--- config.mk ---
export PLATFORM = sky130hd
export DESIGN_NAME = cbi_audio_fifo_bank
export DESIGN_NICKNAME = d
export VERILOG_FILES = /design/src/rtl/cbi_audio_fifo_bank.sv
export SDC_FILE = /design/constraint.sdc
export NUM_CORES = 2
export LEC_CHECK = 0
export ABC_AREA = 1
export CORE_ASPECT_RATIO = 1.5
export CORE_UTILIZATION = 50
export CTS_CLUSTER_DIAMETER = 40
export CTS_CLUSTER_SIZE = 24
export DETAILED_ROUTE_END_ITERATION = 8
export PLACE_DENSITY = 0.64
export SLEW_MARGIN = 25
export SYNTH_ARGS = -nofsm -noshare
export SYNTH_HDL_FRONTEND = slang
export SYNTH_SLANG_ARGS = --single-unit
--- constraint.sdc ---
create_clock -name clk -period 8.7 [get_ports clk]
set_input_delay 1.305 -clock clk [delete_from_list [all_inputs] [get_ports clk]]
set_output_delay 1.305 -clock clk [all_outputs]
set_load 0.05 [all_outputs]
--- src/rtl/cbi_audio_fifo_bank.sv ---
// Multi-channel audio sample buffer: one RX FIFO (codec->host) and one TX FIFO
// (host->codec) per channel, with level counters, watermarks and sticky error flags.
module cbi_audio_fifo_bank #(
    parameter int NCH = 2,
    parameter int DW  = 24,
    parameter int AW  = 4,
    parameter int CW  = 3
) (
    input  logic                  clk,
    input  logic                  rstn,
    input  logic [NCH-1:0]        rx_en,
    input  logic [NCH-1:0]        tx_en,
    input  logic [NCH-1:0]        flush,
    input  logic [AW:0]           wm_lvl,
    input  logic [2*NCH-1:0]      flag_clr,
    input  logic                  h_wr_en,
    input  logic [CW-1:0]         h_wr_ch,
    input  logic [DW-1:0]         h_wr_data,
    output logic                  h_wr_err,
    input  logic                  h_rd_en,
    input  logic [CW-1:0]         h_rd_ch,
    output logic [DW-1:0]         h_rd_data,
    output logic                  h_rd_vld,
    output logic                  h_rd_err,
    input  logic [NCH-1:0]        c_rx_vld,
    input  logic [DW-1:0]         c_rx_data,
    input  logic [NCH-1:0]        c_tx_ack,
    output logic [NCH*DW-1:0]     c_tx_data,
    output logic [NCH*(AW+1)-1:0] rx_level,
    output logic [NCH*(AW+1)-1:0] tx_level,
    output logic [NCH-1:0]        rx_wm,
    output logic [NCH-1:0]        tx_wm,
    output logic [NCH-1:0]        ovf,
    output logic [NCH-1:0]        unf
);
    localparam int PW    = AW + 1;
    localparam int DEPTH = 1 << AW;
    localparam logic [PW-1:0] FULL_LVL = PW'(DEPTH);

    logic [NCH-1:0] rx_pop;
    logic [NCH-1:0] tx_full;
    logic [DW-1:0]  rx_out [NCH];
    logic           wr_ch_ok;
    logic           wr_full_sel;
    logic           rd_ok;
    logic [DW-1:0]  rd_sample;

    assign wr_ch_ok = ({1'b0, h_wr_ch} < (CW+1)'(NCH));

    always_comb begin
        wr_full_sel = 1'b0;
        rd_sample   = '0;
        for (int c = 0; c < NCH; c++) begin
            if (h_wr_ch == CW'(c)) wr_full_sel = tx_full[c];
            if (h_rd_ch == CW'(c)) rd_sample = rx_out[c];
        end
    end

    // Full test uses the pre-cycle level, so a same-cycle codec pop does not rescue a write.
    assign h_wr_err = h_wr_en & (~wr_ch_ok | wr_full_sel);
    assign rd_ok    = |rx_pop;

    always_ff @(posedge clk or negedge rstn) begin
        if (!rstn) begin
            h_rd_data <= '0;
            h_rd_vld  <= 1'b0;
            h_rd_err  <= 1'b0;
        end else begin
            h_rd_vld <= rd_ok;
            h_rd_err <= h_rd_en & ~rd_ok;
            if (rd_ok) h_rd_data <= rd_sample;
        end
    end

    for (genvar gi = 0; gi < NCH; gi++) begin : g_ch
        logic [PW-1:0] rx_head_reg, rx_tail_reg, tx_head_reg, tx_tail_reg;
        logic [PW-1:0] rx_lvl, tx_lvl;
        logic [DW-1:0] rx_mem [DEPTH];
        logic [DW-1:0] tx_mem [DEPTH];
        logic [DW-1:0] tx_data_reg;
        logic          ovf_reg, unf_reg;
        logic          rx_full, rx_empty, tx_empty;
        logic          rx_req, rx_push, ovf_set;
        logic          tx_req, tx_pop, tx_push, unf_set;

        assign rx_lvl      = rx_head_reg - rx_tail_reg;
        assign tx_lvl      = tx_head_reg - tx_tail_reg;
        assign rx_full     = (rx_lvl == FULL_LVL);
        assign rx_empty    = (rx_lvl == '0);
        assign tx_full[gi] = (tx_lvl == FULL_LVL);
        assign tx_empty    = (tx_lvl == '0);

        // Flush masks every operation on this channel, including flag setting.
        assign rx_pop[gi] = h_rd_en && (h_rd_ch == CW'(gi)) && !rx_empty && !flush[gi];
        assign rx_req     = c_rx_vld[gi] && rx_en[gi] && !flush[gi];
        assign rx_push    = rx_req && (!rx_full || rx_pop[gi]);
        assign ovf_set    = rx_req && rx_full && !rx_pop[gi];

        assign tx_push = h_wr_en && (h_wr_ch == CW'(gi)) && !tx_full[gi] && !flush[gi];
        assign tx_req  = c_tx_ack[gi] && tx_en[gi] && !flush[gi];
        assign tx_pop  = tx_req && !tx_empty;
        assign unf_set = tx_req && tx_empty;

        assign rx_out[gi] = rx_mem[rx_tail_reg[AW-1:0]];

        always_ff @(posedge clk) begin
            if (rx_push) rx_mem[rx_head_reg[AW-1:0]] <= c_rx_data;
            if (tx_push) tx_mem[tx_head_reg[AW-1:0]] <= h_wr_data;
        end

        always_ff @(posedge clk or negedge rstn) begin
            if (!rstn) begin
                rx_head_reg <= '0;
                rx_tail_reg <= '0;
                tx_head_reg <= '0;
                tx_tail_reg <= '0;
                tx_data_reg <= '0;
                ovf_reg     <= 1'b0;
                unf_reg     <= 1'b0;
            end else begin
                if (flush[gi]) begin
                    rx_head_reg <= '0;
                    rx_tail_reg <= '0;
                    tx_head_reg <= '0;
                    tx_tail_reg <= '0;
                    tx_data_reg <= '0;
                end else begin
                    if (rx_push)    rx_head_reg <= rx_head_reg + 1'b1;
                    if (rx_pop[gi]) rx_tail_reg <= rx_tail_reg + 1'b1;
                    if (tx_push)    tx_head_reg <= tx_head_reg + 1'b1;
                    if (tx_pop) begin
                        tx_tail_reg <= tx_tail_reg + 1'b1;
                        tx_data_reg <= tx_mem[tx_tail_reg[AW-1:0]];
                    end else if (unf_set) begin
                        tx_data_reg <= '0;
                    end
                end
                // A set in the same cycle as a clear keeps the flag high.
                ovf_reg <= ovf_set | (ovf_reg & ~flag_clr[2*gi]);
                unf_reg <= unf_set | (unf_reg & ~flag_clr[2*gi+1]);
            end
        end

        assign rx_level[gi*PW +: PW]  = rx_lvl;
        assign tx_level[gi*PW +: PW]  = tx_lvl;
        assign rx_wm[gi]              = (rx_lvl >= wm_lvl) && (wm_lvl != '0);
        assign tx_wm[gi]              = (tx_lvl <= wm_lvl);
        assign c_tx_data[gi*DW +: DW] = tx_data_reg;
        assign ovf[gi]                = ovf_reg;
        assign unf[gi]                = unf_reg;
    end

endmodule

==> out/qor.yml <==
timing:
  slew_violations: 0
  finalCritPeriodShare: 0.770
  max-slew-margin-rel: 0.292
  finalSetupTns_ns: 0
  worst_slack_ns: 2.00
  worstMarginPinSlew_ns: 1.06
  rsz0062_at_grt: "false"
  skew_ns: 0.0253
  hold_violations: 0
  fmax_mhz: 149
  setup_viol: 0
  min_period_ns: 6.70
synthesis:
  yosys.area_share.simple: 0.171
  synth_fp_nets: 6046
  synth_seq_area_share: 0.718
  ys_ff_latch: 1654
  synth_xor_area_frac: 0.00423
  synth_top_area_cell: "edfxtp_1"
  synth_top_area_share: 0.675
  yosysMostFrequentCell: "nand2_1"
  synth_top_family_by_area: "simple AND/OR/NAND/NOR gates"
  synth_cell_types: 41
  synth-edff-count: 1536
  syn_area_um2: 68400
  async_flop_share: 0.0713
  syn_area_per_cell_um2: 11.6
  yosys_warnings: 0
  synth-compound-area-share: 0.0634
  synth.area.top_cells: "edfxtp_1, nand2_1, dfrtp_1"
  synth_common_cells: "nand2_1, edfxtp_1, nor2_1, nand3_1, a21oi_1"
  synth-adder-area-share: 0.0114
  synth_cells: 5909
  synth_top_flop_cell: "edfxtp_1"
  synth.area.mux_share: 0
clock_network:
  cts_tree: "built"
  clk_pin_slew_worst_paths_ns: 0.07
  cts-root-buf: "clkbuf_16"
  cts_resized: 0
  cts.sinks: 1654
  cts_buffers: 152
  cts_setup_buffers: 0
  clock_latency_ns: 0.81
  clock_path_buffers: 3
  htreeDepth: 4
  postCtsHoldBufs: 0
cells_and_area:
  final_nets: 6183
  seq_area_um2: 49100
  fillers: 11100
  multi_input_area_um2: 17400
  drive_gt1_frac: 0.0864
  area_delta_synth_final_pct: 13.2
  stdcell_count: 7934
  finish.utilization: 0.572
placement:
  dp.cells: 7645
  post-place-ws_ns: 2.76
  io_buffer_count: 179
  hpwl_um: 106000
  gp_congestion: 0.885
worst_hold_path:
  holdPathStages: 2
  hold_start: "g_ch[1].tx_data_reg[1]"
  worstHoldPathType: "reg2reg"
  min_to: "g_ch[1].tx_data_reg[1]"
detailed_routing:
  vias: 44700
  ant_nets: 0
  vias_per_cell: 5.64
  avgRoutedWirePerCell_um: 22.7
  drt_wl_total_um: 180000
  drc: 0
  first_iter_violations: 4162
  detailedRoute.firstPassIterationCount: 5
critical_path:
  reg2reg_from: "g_ch[1].rx_tail_reg[1]"
  arrival_ns: 5.39
  ff2ff_setup_slack_ns: 3.60
  r2r_end: "g_ch[1].rx_mem[8][14]"
  critical_path_class: "reg2out"
  cp-end-kind: "output pin"
  cp.required_ns: 7.39
  reg2regPathDepth: 11
  crit_path_max_fanout: 29
  start_kind: "flop"
floorplanning:
  core_um2: 135000
  start_util: 0.506
  dieWidth_um: 304
  die-area_um2: 138000
  ios: 180
  std_cell_rows: 165
  die_h_um: 455
pwr:
  power_frac_seq: 0.502
  p_sw_frac: 0.260
  p_leak_nw: 29.2
  fin_total_pwr_mw: 17.6
  cellInternalPower_mw: 13.0
  vdd.ir_drop.worst_mv: 0.225
  p_clk_frac: 0.399
  pwr-share-comb: 0.099
  p_per_area_nw_per_um2: 228
  power_switching_mw: 4.58
global_route:
  grt_use_met2: 0.465
  grt-ovfl-total: 0
  busiest_layer: "met2"
  grt_use_met3: 0.0387
  grt_antenna_before_repair: 7
  grt_pass1_vias: 44000
  grt_util_met1: 0.313
  track_usage: 0.261
  grt_first_pass_wirelength_um: 270000
  grt_start_max_net_pins: 132
flow_run:
  maxCapViolCount: 0
status:
  status: "finished, final reports clean"
-- worst max-delay path by stage --
stage          depth (start not counted)              startpoint        to  slack [ns]
2_1_floorplan                          8  g_ch[0].tx_tail_reg[2]  tx_wm[0]        3.77
5_1_grt                               12  g_ch[0].rx_tail_reg[2]  rx_wm[0]        1.66
6_report                              12  g_ch[0].rx_tail_reg[2]  rx_wm[0]        2.00
3_3_place_gp                          12  g_ch[0].rx_tail_reg[2]  rx_wm[0]        2.91
4_1_cts                               12  g_ch[0].rx_tail_reg[2]  rx_wm[0]        1.89
3_5_place_dp                          12  g_ch[0].rx_tail_reg[2]  rx_wm[0]        2.76
-- through the flow --
step                instance area [µm²]  hold slack [ns]
global placement                  72100            0.463
global route                      77400            0.502
finish                            77400            0.476
detailed placement                72100            0.465
floorplan                         68400            0.515
CTS                               77400            0.483
-- critical path: stages, from the launching register on --
cell and delay [ns]:
dfrtp_1 0.32, buf_4 0.36, clkinv_1 0.88, ha_1 0.71
xnor2_1 0.29, inv_1 0.16, ha_1 0.30, a21boi_0 0.13
o21ai_0 0.19, nand2_1 0.08, a21oi_1 0.38, nor2_1 0.07
clkdlybuf4s50_1 0.71
-- layer usage --
metal | routed length [µm] | vias to the layer above
li1 | - | 20800
met1 | 68700 | 22000
met2 | 93400 | 1575
met3 | 10800 | 383
met4 | 7630 | 2
met5 | 13 | -
-- power by group through the flow --
stage	combinational [mW]	clock [mW]	sequential (mW)
6_report	1.75	7.02	8.84
3_3_place_gp	1.73	0	9.01
2_1_floorplan	0.944	0	9.15
4_1_cts	1.75	7.12	8.84
5_1_grt	1.89	7.40	8.84
3_5_place_dp	1.74	0	9.01
-- final cells by class --
class                      count  area share
antenna                        4    0.000129
clock buffer                 167      0.0504
clock inverter               118      0.0181
inverter                     157     0.00796
multi-input combinational   3762       0.224
sequential                  1654       0.635
tap                         1753      0.0283
timing repair buffer         319      0.0360
-- cell families (layout without fill, tap and decap cells) --
group | after synthesis | after routing
AOI/OAI and AO/OA | 774 | 774
buffers and inverters | 493 | 761
adders and majority gates | 60 | 60
xor gates and xnor gates | 33 | 33
and+or+nand+nor | 2895 | 2895
DFF | 1654 | 1654
other | 0 | 4
-- cell usage in the layout, fill, tap and decap left out, drive strengths merged, types with 2 or more instances in the layout --
master,instances
a21boi,2
o22ai,4
xor2,22
diode,4
o211ai,2
o221ai,2
dfrtp,118
clkinvlp,11
nand3,431
clkbuf,167
a22oi,27
a21oi,326
buf,153
xnor2,11
a22o,96
edfxtp,1536
fa,4
bufinv,12
nand4,3
nand3b,28
clkinv,53
o21ai,314
ha,56
nor3,50
nand2,1931
inv,199
clkdlybuf4s50,166
nor2,449
No activity file was read; power rests on OpenSTA's default activity.
